### config.mk
export PLATFORM = sky130hd
export DESIGN_NAME = data_cache_stage4_flat
export DESIGN_NICKNAME = d
export VERILOG_FILES = /design/src/rtl/data_cache_stage4_pkg.sv /design/src/rtl/data_cache_stage4_if.sv /design/src/rtl/data_cache_stage4_load_align.sv /design/src/rtl/data_cache_stage4.sv /design/src/flat_wrapper.sv
export SDC_FILE = /design/constraint.sdc
export NUM_CORES = 1
export LEC_CHECK = 0
export CORE_ASPECT_RATIO = 1.25
export CORE_UTILIZATION = 43
export DETAILED_ROUTE_END_ITERATION = 10
export GPL_TIMING_DRIVEN = 0
export PLACE_DENSITY = 0.64
export SLEW_MARGIN = 20
export SYNTH_ARGS = -nofsm -noshare
export SYNTH_HDL_FRONTEND = slang
export SYNTH_SLANG_ARGS = --single-unit
### constraint.sdc
create_clock -name CLK -period 19 [get_ports CLK]
set_input_delay 3.8 -clock CLK [delete_from_list [all_inputs] [get_ports CLK]]
set_output_delay 3.8 -clock CLK [all_outputs]
set_load 0.005 [all_outputs]
### src/rtl/data_cache_stage4_pkg.sv
// Shared types and constants for the stage-4 data cache: FSM states,
// RV32I load/store size encodings and block geometry.
package data_cache_stage4_pkg;

    localparam int MEM_ADDR_W = 28;
    localparam int BLOCK_W    = 128;
    localparam int WORD_W     = 32;

    typedef enum logic [1:0] {
        IDLE      = 2'd0,
        WRITEBACK = 2'd1,
        FETCH     = 2'd2,
        UPDATE    = 2'd3
    } dc_state_e;

    localparam logic [2:0] F3_B  = 3'b000;
    localparam logic [2:0] F3_H  = 3'b001;
    localparam logic [2:0] F3_W  = 3'b010;
    localparam logic [2:0] F3_BU = 3'b100;
    localparam logic [2:0] F3_HU = 3'b101;

endpackage

### src/rtl/data_cache_stage4_if.sv
// Block-memory handshake between the data cache (master) and data memory (slave).
interface data_cache_stage4_if;
    import data_cache_stage4_pkg::*;

    logic                  mem_Read;
    logic                  mem_Write;
    logic [MEM_ADDR_W-1:0] mem_Address;
    logic [BLOCK_W-1:0]    mem_Writedata;
    logic [BLOCK_W-1:0]    mem_Readdata;
    logic                  mem_BusyWait;

    modport master (
        output mem_Read, mem_Write, mem_Address, mem_Writedata,
        input  mem_Readdata, mem_BusyWait
    );

    modport slave (
        input  mem_Read, mem_Write, mem_Address, mem_Writedata,
        output mem_Readdata, mem_BusyWait
    );

endinterface

### src/rtl/data_cache_stage4_load_align.sv
// Byte/half selection with sign/zero extension for loads, and the matching
// byte-lane merge of store data into the addressed word.
module data_cache_stage4_load_align
    import data_cache_stage4_pkg::*;
(
    input  logic [31:0] word_i,
    input  logic [1:0]  byte_off_i,
    input  logic [2:0]  funct3_i,
    input  logic [31:0] store_data_i,
    output logic [31:0] load_data_o,
    output logic [31:0] merged_word_o
);

    logic [7:0]  byte_s;
    logic [15:0] half_s;
    logic [3:0]  mask_s;
    logic [31:0] rep_s;

    // Load extraction; half-word offset uses addr[1] only, so misaligned halves snap down.
    always_comb begin
        byte_s      = word_i[{byte_off_i, 3'b000} +: 8];
        half_s      = byte_off_i[1] ? word_i[31:16] : word_i[15:0];
        load_data_o = word_i;
        case (funct3_i)
            F3_B:    load_data_o = {{24{byte_s[7]}}, byte_s};
            F3_H:    load_data_o = {{16{half_s[15]}}, half_s};
            F3_W:    load_data_o = word_i;
            F3_BU:   load_data_o = {24'h000000, byte_s};
            F3_HU:   load_data_o = {16'h0000, half_s};
            default: load_data_o = word_i;
        endcase
    end

    // Store lane mask and replicated data; unselected lanes keep the old word.
    always_comb begin
        mask_s = 4'b1111;
        rep_s  = store_data_i;
        case (funct3_i)
            F3_B: begin
                mask_s = 4'b0001 << byte_off_i;
                rep_s  = {4{store_data_i[7:0]}};
            end
            F3_H: begin
                mask_s = byte_off_i[1] ? 4'b1100 : 4'b0011;
                rep_s  = {2{store_data_i[15:0]}};
            end
            default: begin
                mask_s = 4'b1111;
                rep_s  = store_data_i;
            end
        endcase
        merged_word_o = (rep_s & {{8{mask_s[3]}}, {8{mask_s[2]}}, {8{mask_s[1]}}, {8{mask_s[0]}}})
                      | (word_i & ~{{8{mask_s[3]}}, {8{mask_s[2]}}, {8{mask_s[1]}}, {8{mask_s[0]}}});
    end

endmodule

### src/rtl/data_cache_stage4.sv
// Direct-mapped, write-back data cache for the memory stage: 0-cycle hits,
// miss handling via WRITEBACK/FETCH/UPDATE on a 128-bit block interface.
module data_cache_stage4
    import data_cache_stage4_pkg::*;
#(
    parameter int SETS = 8
) (
    input  logic                 CLK,
    input  logic                 RESET,
    input  logic [31:0]          address_i,
    input  logic [31:0]          writedata_i,
    input  logic                 memRead_i,
    input  logic                 memWrite_i,
    input  logic [2:0]           funct3_i,
    output logic [31:0]          readdata_o,
    output logic                 busywait_o,
    data_cache_stage4_if.master  mem
);

    localparam int IDX_W = $clog2(SETS);
    localparam int TAG_W = MEM_ADDR_W - IDX_W;

    logic [BLOCK_W-1:0] data_q [SETS];
    logic [TAG_W-1:0]   tag_q  [SETS];
    logic [SETS-1:0]    valid_q;
    logic [SETS-1:0]    dirty_q;
    logic [BLOCK_W-1:0] fill_q;
    dc_state_e          state_q, state_d;

    logic [IDX_W-1:0]      idx_s;
    logic [TAG_W-1:0]      atag_s;
    logic [1:0]            wsel_s;
    logic [BLOCK_W-1:0]    line_s, line_wr_s;
    logic [31:0]           word_s, load_data_s, merged_s;
    logic                  req_s, hit_s, store_hit_s, load_hit_s;
    logic                  mem_read_s, mem_write_s;
    logic [MEM_ADDR_W-1:0] mem_addr_s;
    logic [BLOCK_W-1:0]    mem_wdata_s;

    assign idx_s       = address_i[IDX_W+3:4];
    assign atag_s      = address_i[31:IDX_W+4];
    assign wsel_s      = address_i[3:2];
    assign line_s      = data_q[idx_s];
    assign word_s      = line_s[{wsel_s, 5'b00000} +: 32];
    assign req_s       = memRead_i | memWrite_i;
    assign hit_s       = (state_q == IDLE) & valid_q[idx_s] & (tag_q[idx_s] == atag_s);
    // Read+write together is handled as a store.
    assign store_hit_s = hit_s & memWrite_i;
    assign load_hit_s  = hit_s & memRead_i & ~memWrite_i;

    // Outputs are forced low while reset is held, even with a request pending.
    assign readdata_o  = (RESET & load_hit_s) ? load_data_s : 32'h0000_0000;
    assign busywait_o  = RESET & ((state_q != IDLE) | (req_s & ~hit_s));

    assign mem.mem_Read      = mem_read_s;
    assign mem.mem_Write     = mem_write_s;
    assign mem.mem_Address   = mem_addr_s;
    assign mem.mem_Writedata = mem_wdata_s;

    data_cache_stage4_load_align u_align (
        .word_i        (word_s),
        .byte_off_i    (address_i[1:0]),
        .funct3_i      (funct3_i),
        .store_data_i  (writedata_i),
        .load_data_o   (load_data_s),
        .merged_word_o (merged_s)
    );

    // Line image with the store word merged in.
    always_comb begin
        line_wr_s = line_s;
        line_wr_s[{wsel_s, 5'b00000} +: 32] = merged_s;
    end

    // Miss FSM next state and memory request outputs.
    always_comb begin
        state_d     = state_q;
        mem_read_s  = 1'b0;
        mem_write_s = 1'b0;
        mem_addr_s  = {MEM_ADDR_W{1'b0}};
        mem_wdata_s = {BLOCK_W{1'b0}};
        case (state_q)
            IDLE: begin
                if (req_s && !hit_s) begin
                    state_d = (valid_q[idx_s] && dirty_q[idx_s]) ? WRITEBACK : FETCH;
                end else begin
                    state_d = IDLE;
                end
            end
            WRITEBACK: begin
                mem_write_s = 1'b1;
                mem_addr_s  = {tag_q[idx_s], idx_s};
                mem_wdata_s = line_s;
                state_d     = mem.mem_BusyWait ? WRITEBACK : FETCH;
            end
            FETCH: begin
                mem_read_s = 1'b1;
                mem_addr_s = {atag_s, idx_s};
                state_d    = mem.mem_BusyWait ? FETCH : UPDATE;
            end
            UPDATE:  state_d = IDLE;
            default: state_d = IDLE;
        endcase
    end

    // FSM state and per-line status; an asserted reset abandons any transfer.
    always_ff @(posedge CLK or negedge RESET) begin
        if (!RESET) begin
            state_q <= IDLE;
            valid_q <= {SETS{1'b0}};
            dirty_q <= {SETS{1'b0}};
        end else begin
            state_q <= state_d;
            if (state_q == UPDATE) begin
                valid_q[idx_s] <= 1'b1;
                dirty_q[idx_s] <= 1'b0;
            end else if (store_hit_s) begin
                dirty_q[idx_s] <= 1'b1;
            end
        end
    end

    // Data/tag arrays and refill buffer carry no reset; valid bits guard them.
    always_ff @(posedge CLK) begin
        if (state_q == FETCH && !mem.mem_BusyWait) begin
            fill_q <= mem.mem_Readdata;
        end
        if (state_q == UPDATE) begin
            data_q[idx_s] <= fill_q;
            tag_q[idx_s]  <= atag_s;
        end else if (store_hit_s) begin
            data_q[idx_s] <= line_wr_s;
        end
    end

endmodule

### src/flat_wrapper.sv
// flat-port wrapper written by rule: the top's interface ports become plain ports
module data_cache_stage4_flat import data_cache_stage4_pkg::*;
#(
    parameter int SETS = 8
)
  (CLK, RESET, address_i, writedata_i, memRead_i, memWrite_i, funct3_i, readdata_o, busywait_o, mem_mem_Read, mem_mem_Write, mem_mem_Address, mem_mem_Writedata, mem_mem_Readdata, mem_mem_BusyWait);
  data_cache_stage4_if mem_i ();
  input  logic CLK;
  input  logic RESET;
  input  logic [31:0] address_i;
  input  logic [31:0] writedata_i;
  input  logic memRead_i;
  input  logic memWrite_i;
  input  logic [2:0] funct3_i;
  output logic [31:0] readdata_o;
  output logic busywait_o;
  output wire logic [$bits(mem_i.mem_Read)-1:0] mem_mem_Read;
  output wire logic [$bits(mem_i.mem_Write)-1:0] mem_mem_Write;
  output wire logic [$bits(mem_i.mem_Address)-1:0] mem_mem_Address;
  output wire logic [$bits(mem_i.mem_Writedata)-1:0] mem_mem_Writedata;
  input wire logic [$bits(mem_i.mem_Readdata)-1:0] mem_mem_Readdata;
  input wire logic [$bits(mem_i.mem_BusyWait)-1:0] mem_mem_BusyWait;
  assign mem_mem_Read = mem_i.mem_Read;
  assign mem_mem_Write = mem_i.mem_Write;
  assign mem_mem_Address = mem_i.mem_Address;
  assign mem_mem_Writedata = mem_i.mem_Writedata;
  assign mem_i.mem_Readdata = mem_mem_Readdata;
  assign mem_i.mem_BusyWait = mem_mem_BusyWait;
  data_cache_stage4 #(.SETS(SETS)) u_core (.CLK(CLK), .RESET(RESET), .address_i(address_i), .writedata_i(writedata_i), .memRead_i(memRead_i), .memWrite_i(memWrite_i), .funct3_i(funct3_i), .readdata_o(readdata_o), .busywait_o(busywait_o), .mem(mem_i));
endmodule
Yosys cells after proc, flatten, opt, wreduce, memory -nomap -nowiden
Memory sizes are Yosys's and may differ from the RTL's. Index checks and enable logic that the tools add are counted.

Add/sub/neg operators: 1. $lt $le $gt $ge: 2. Equality and inequality tests: 7. Shift-type cells: 5. Mux-type cells: 30. Bitwise gates (word level): 21. Reduce and logical (&&, ||, !) cells: 10.

Operator list (number): $mux W128 (2); $bwmux W128 (1); $pmux W32 S4 (1); $shift A32 B9 Y128 const A (1); $shiftx A128 B8 Y32 (1); $shiftx A32 B9 Y128 (1); $and A32 B32 Y32 (2); $pmux W32 S2 (1); $pmux W28 S2 (1); $mux W32 (1); $not A32 Y32 (1); $or A32 B32 Y32 (1); $shiftx A32 B6 Y8 (1); $eq A25 B25 Y1 (1); $mux W16 (1); $mux W8 (2); $or A8 B8 Y8 (2); $mux W1 (11); $neg A7 Y9 (1); $and A1 B1 Y1 (8); $and A8 B8 Y8 (1); $not A8 Y8 (1); $pmux W2 S4 (1); $pmux W4 S2 (1); 18 further kinds (31).

Bits in registers: 146. Memory bits (writable): 1224. Output and inout bits: 191. Memories kept: 2.

Memory list: u_core.data_q (words 8, width 128, rd ports 1, clocked after Yosys merged registers in 0, wr ports 1, line data_cache_stage4.sv:23) `logic [BLOCK_W-1:0] data_q [SETS];`; u_core.tag_q (words 8, width 25, rd ports 1, clocked after Yosys merged registers in 0, wr ports 1, line data_cache_stage4.sv:24) `logic [TAG_W-1:0] tag_q [SETS];`.

Depth between registers and ports, before layout
Gate-level depths: netlist of run 1.

Depth in word-level cells: 9. Depth in mapped cells: 16. Gate-level depth less buffers: 9.

Hierarchy
A second synthesis of run 1 with hierarchy kept.

Cell total of the unflattened synthesis: 3579. Area, all modules: 56187.6 µm².

By module, submodules not included: data_cache_stage4 (times used 1, cells each 3357, area each 54832.6 µm², seq. area each 41049.4 µm²); data_cache_stage4_load_align (times used 1, cells each 222, area each 1355.0 µm², seq. area each 0.0 µm²).

Worst setup path after synthesis of run 1
Ideal clock, no wire load.

Kind: input to output. Start point: input address_i[5]. End point: output readdata_o[20]. Arrival time: 6475 ps. Slack: 8725 ps. Cell stages on the path: 13. Path buffers: 6. Cell sequence: buf_4 -> buf_6 -> buf_6 -> buf_2 -> buf_2 -> mux4_2 -> mux2i_1 -> a2bb2oi_1 -> or3_1 -> and2_1 -> o311ai_4 -> buf_6 -> a21oi_1.

Word-level cells in the longest chain between the ends: 8. Elaborated cells on any way between the ends: 15.

Ends and longest elaborated chain: start: declaration (line flat_wrapper.sv:10) `input logic [31:0] address_i;`; branches (longest 7 deep; another with $mem_v2 Z8 W128); $mux W32 (*) (line data_cache_stage4.sv:52) `assign readdata_o = (RESET & load_hit_s) ? load_data_s : 32'h0000_0000;`; end: declaration (line flat_wrapper.sv:15) `output logic [31:0] readdata_o;`.

Mark *: on every way between the ends. The select of a mux whose other input is x is not followed.

Worst setup path after layout of run 1
Start point: input address_i[6]. End point: output readdata_o[4].

The elaborated chain is that of the path after synthesis.

==> results of run 1 <==
## sequential cells by signal (all words and copies together), names as in the netlist, named ones only
signal and flops:
u_core.data_q 1024, u_core.tag_q 200, u_core.fill_q 128, u_core.valid_q 8
u_core.state_q 2
## power groups by stage
stage / combinational (mW) / clock (mW) / sequential (mW)
after floorplan: 0.582 / 0 / 3.68
after global placement: 1.21 / 0 / 3.74
after detailed placement: 1.26 / 0 / 3.70
after CTS: 1.27 / 2.60 / 3.63
after global routing: 1.33 / 2.71 / 3.64
final: 1.29 / 2.58 / 3.64
## per-stage QoR
step | area (um^2) | power [mW] | cells | hold WS (ps)
CTS | 69200 | 7.50 | 5701 | 469
detailed placement | 65100 | 4.96 | 5460 | 451
global placement | 64100 | 4.95 | 5422 | 446
floorplan | 58100 | 4.26 | 3287 | 429
finish | 69300 | 7.51 | 5707 | 473
global route | 69300 | 7.68 | 5702 | 481
## placed cells by master, fill, tap and decap left out, types with 14 or more instances in the layout
master / instances
sky130_fd_sc_hd__mux2_2: 31
sky130_fd_sc_hd__nor2_1: 193
sky130_fd_sc_hd__a221oi_1: 53
sky130_fd_sc_hd__mux2i_1: 168
sky130_fd_sc_hd__and2_1: 42
sky130_fd_sc_hd__nor2b_1: 23
sky130_fd_sc_hd__o2bb2ai_1: 14
sky130_fd_sc_hd__a21oi_1: 77
sky130_fd_sc_hd__nand2b_1: 20
sky130_fd_sc_hd__o21ai_1: 25
sky130_fd_sc_hd__nand3_1: 25
sky130_fd_sc_hd__and3_1: 24
sky130_fd_sc_hd__inv_1: 18
sky130_fd_sc_hd__clkbuf_1: 120
sky130_fd_sc_hd__buf_1: 17
sky130_fd_sc_hd__mux2_4: 110
sky130_fd_sc_hd__buf_12: 21
sky130_fd_sc_hd__buf_16: 17
sky130_fd_sc_hd__clkdlybuf4s50_1: 387
sky130_fd_sc_hd__edfxtp_1: 1352
sky130_fd_sc_hd__clkinv_1: 29
sky130_fd_sc_hd__a22oi_1: 96
sky130_fd_sc_hd__a31oi_1: 22
sky130_fd_sc_hd__mux2_1: 21
sky130_fd_sc_hd__a22o_1: 21
sky130_fd_sc_hd__nor3_1: 17
sky130_fd_sc_hd__xnor2_1: 14
sky130_fd_sc_hd__mux4_2: 223
sky130_fd_sc_hd__dfrtp_1: 18
sky130_fd_sc_hd__o221ai_1: 24
sky130_fd_sc_hd__clkbuf_16: 139
sky130_fd_sc_hd__a211oi_1: 14
sky130_fd_sc_hd__clkinv_2: 15
sky130_fd_sc_hd__o22ai_1: 92
sky130_fd_sc_hd__buf_4: 20
sky130_fd_sc_hd__buf_2: 44
sky130_fd_sc_hd__o21ai_0: 42
sky130_fd_sc_hd__buf_6: 40
sky130_fd_sc_hd__nand2_1: 149
## worst reg2reg max path, delay by kind of cell (launching register included)
| family | cells | cell delay (ps) |
|---|---|---|
| and+or+nand+nor | 3 | 1150 |
| AOI/OAI and AO/OA | 3 | 930 |
| xor gates and xnor gates | 1 | 240 |
| muxes | 1 | 270 |
| DFF | 1 | 380 |
| buffers and inverters | 5 | 1400 |
## layout make-up
type,count,area (um^2)
clock buffer,177,3650
sequential,1370,41000
buffer,213,1240
clock inverter,64,497
multi-input combinational,1673,15700
fill,10900,64500
tap,1748,2190
timing repair buffer,426,4770
antenna,5,12.5
inverter,31,116
## per-layer routing
layer | routed length, um | vias to the layer above | global-route usage
met3 | 28100 | 515 | 0.101
li1 | - | 14500 | -
met4 | 11100 | 18 | 0.147
met2 | 93100 | 2731 | 0.452
met5 | 105 | - | 0
met1 | 77500 | 18900 | 0.407
## kinds of logic (layout without fill, tap and decap cells)
family,after synthesis,after routing,synth area share
and+or+nand+nor,542,542,0.0441
adders and majority gates,9,9,0.00194
muxes,553,553,0.154
DFF,1370,1370,0.707
buffers and inverters,244,911,0.0232
xor gates and xnor gates,20,20,0.00302
other,0,5,0
AOI/OAI and AO/OA,549,549,0.0669
## worst min path at each step
stage	slack (ps)	to	cells past startpoint
floorplan	430	u_core.valid_q[2]	1
global placement	450	u_core.valid_q[5]	1
detailed placement	450	u_core.valid_q[7]	1
CTS	470	u_core.valid_q[0]	1
global route	480	u_core.valid_q[5]	1
finish	470	u_core.valid_q[7]	1
==> results.json, run 1 <==
{
  "critPathRequiredTime_ps": 15200,
  "worstReg2RegEnd": "u_core.data_q[5][46]",
  "number_of_synthesized_flops_with_an_enable_pin": 1352,
  "grt_start_max_net_pins": 38,
  "holdCritStartpoint": "u_core.valid_q[7]",
  "ios": 391,
  "clock_power_share": 0.344,
  "worst-r2r-setup-slack_ps": 14280,
  "synthDistinctLibCells": 74,
  "critical_path.top_delay_family": "buffers and inverters",
  "portBuffers": 387,
  "number_of_antenna_violations_at_the_first_check_in_global_routing": 17,
  "timing.final.crit_period_ps": 13950,
  "rsz0062_at_grt": "no",
  "routed_wl_um": 210000,
  "groute.usage.overall": 0.306,
  "vias_in_the_first_global_route": 35100,
  "worst-r2r-cell-count": 13,
  "detail_route.iter0.violations": 5591,
  "clock-skew-final_ps": 44.1,
  "cells_along_the_critical_path": "clkdlybuf4s50_1, buf_6, buf_6, inv_2, clkbuf_1, clkbuf_2, buf_1, mux2i_1, a221oi_1, o32ai_1, a211oi_1, clkdlybuf4s50_1",
  "combined_buffer_and_inverter_count_along_the_critical_path": 8,
  "cp_max_fo": 10,
  "ys_seq_area_frac": 0.707,
  "post_route_cells_drive_above_1_share": 0.185,
  "timing_worst_slew_pin_value_ps": 1330,
  "postRouteAntennaNets": 0,
  "worstSkewPairLatency_ps": 790,
  "ys_dominant_reg_cell": "sky130_fd_sc_hd__edfxtp_1",
  "clock_tree.root_cell": "sky130_fd_sc_hd__clkbuf_16",
  "ys_seq_elements": 1370,
  "layout_setup_ws_ps": 5050,
  "area_share_of_the_largest_cell_type_after_synthesis": 0.699,
  "overflow": 0,
  "timing.setup.critical_path_class": "primary input to output pin",
  "yosys_warnings": 0,
  "critical_path.slowest_cell": "sky130_fd_sc_hd__a211oi_1",
  "post-route-drc-count": 0,
  "holdBufCountCts": 0,
  "clock_sinks": 1370,
  "leakagePower_nw": 23.0,
  "dieHeight_um": 413,
  "cts_h_tree_depth": 4,
  "endpoint": "readdata_o[4]",
  "die-area_um2": 137000,
  "period_share": 0.734,
  "cap_viol_max_count": 0,
  "hold_viol": 0,
  "total_number_of_vias": 36700,
  "cell_area_after_synthesis_um2": 58100,
  "initial_cell_density_of_the_core": 0.434,
  "timing.critical_path.slowest_cell_delay_ps": 1010,
  "post-synth-top-count-cell": "sky130_fd_sc_hd__edfxtp_1",
  "min-delay-path-class": "flip-flop to flip-flop",
  "max_freq_ghz": 0.0717,
  "hpwl_um": 147000,
  "placementRows": 150,
  "critical_path.endpoint_type": "output pin",
  "cts-buffers-inserted": 137,
  "postSynthCellCount": 3287,
  "critical_path.startpoint_type": "primary input",
  "routedWlPerCell_um": 36.8,
  "net-switching-power_mw": 2.03,
  "syn-num-nets": 3496,
  "place_congestion": 0.986,
  "clock_tree_from_tritoncts": "yes",
  "arrival_ps": 10150,
  "post-place-ws_ps": 5390,
  "finalSetupTns_ps": 0,
  "cts_resized": 0,
  "viasPerCell": 6.43,
  "yosys-top-cells-count": "1352 x sky130_fd_sc_hd__edfxtp_1, 223 x sky130_fd_sc_hd__mux4_2, 194 x sky130_fd_sc_hd__nor2_1",
  "syn_area_per_cell_um2": 17.7,
  "maxSlewHeadroom": 0.113,
  "postSynth.asyncResetShare": 0.0131,
  "power.switching_fraction": 0.271,
  "cell_internal_pwr_mw": 5.48,
  "post_cts.repair.setup_buffers": 0,
  "final_core_utilization": 0.518,
  "grt_first_pass_wirelength_um": 283000,
  "power_density_nw_per_um2": 108,
  "startpoint": "address_i[6]",
  "areaGrowthSynthToFinish_pct": 19.3,
  "horizontal_extent_of_the_die_um": 331,
  "finalNetCount": 4061,
  "cts_buffer_depth": 3,
  "core_area_um2": 134000,
  "number_of_cells_on_the_critical_path": 12,
  "synth.largest_area_cell": "sky130_fd_sc_hd__edfxtp_1",
  "power.share.sequential": 0.484,
  "peak_vdd_ir_mv": 0.0745,
  "run_status": "finished, final reports clean",
  "firstDrtPassIters": 7,
  "worst_setup_hold_path_clk_slew_ps": 60,
  "report.final.slew_viol_count": 0,
  "logic_gate_share_of_total_power": 0.172,
  "crit-reg2reg-launch": "u_core.tag_q[6][9]",
  "synth_top_cells_by_area": "sky130_fd_sc_hd__edfxtp_1 70%, sky130_fd_sc_hd__mux4_2 8.6%, sky130_fd_sc_hd__mux2i_1 2.9%",
  "final-setup-viol-count": 0
}
Note: power is estimated with default switching activity, not from simulation.
==> run 2, diff against run 1 <==
==> constraint.sdc (replaced) <==
create_clock -name CLK -period 14.3 [get_ports CLK]
set_input_delay 2.86 -clock CLK [delete_from_list [all_inputs] [get_ports CLK]]
set_output_delay 2.86 -clock CLK [all_outputs]
set_load 0.005 [all_outputs]
==> results of run 2 <==
Same layout as run 1 (identical final DEF). Status: finished, final reports clean.
Main changes from that run: setup slack after placement 5390 ps -> 2570 ps; setup slack after layout 5050 ps -> 2230 ps; register-to-register setup slack 14280 ps -> 9580 ps; total power 7.51 mW -> 9.97 mW; worst IR drop on VDD 0.0745 mV -> 0.0990 mV
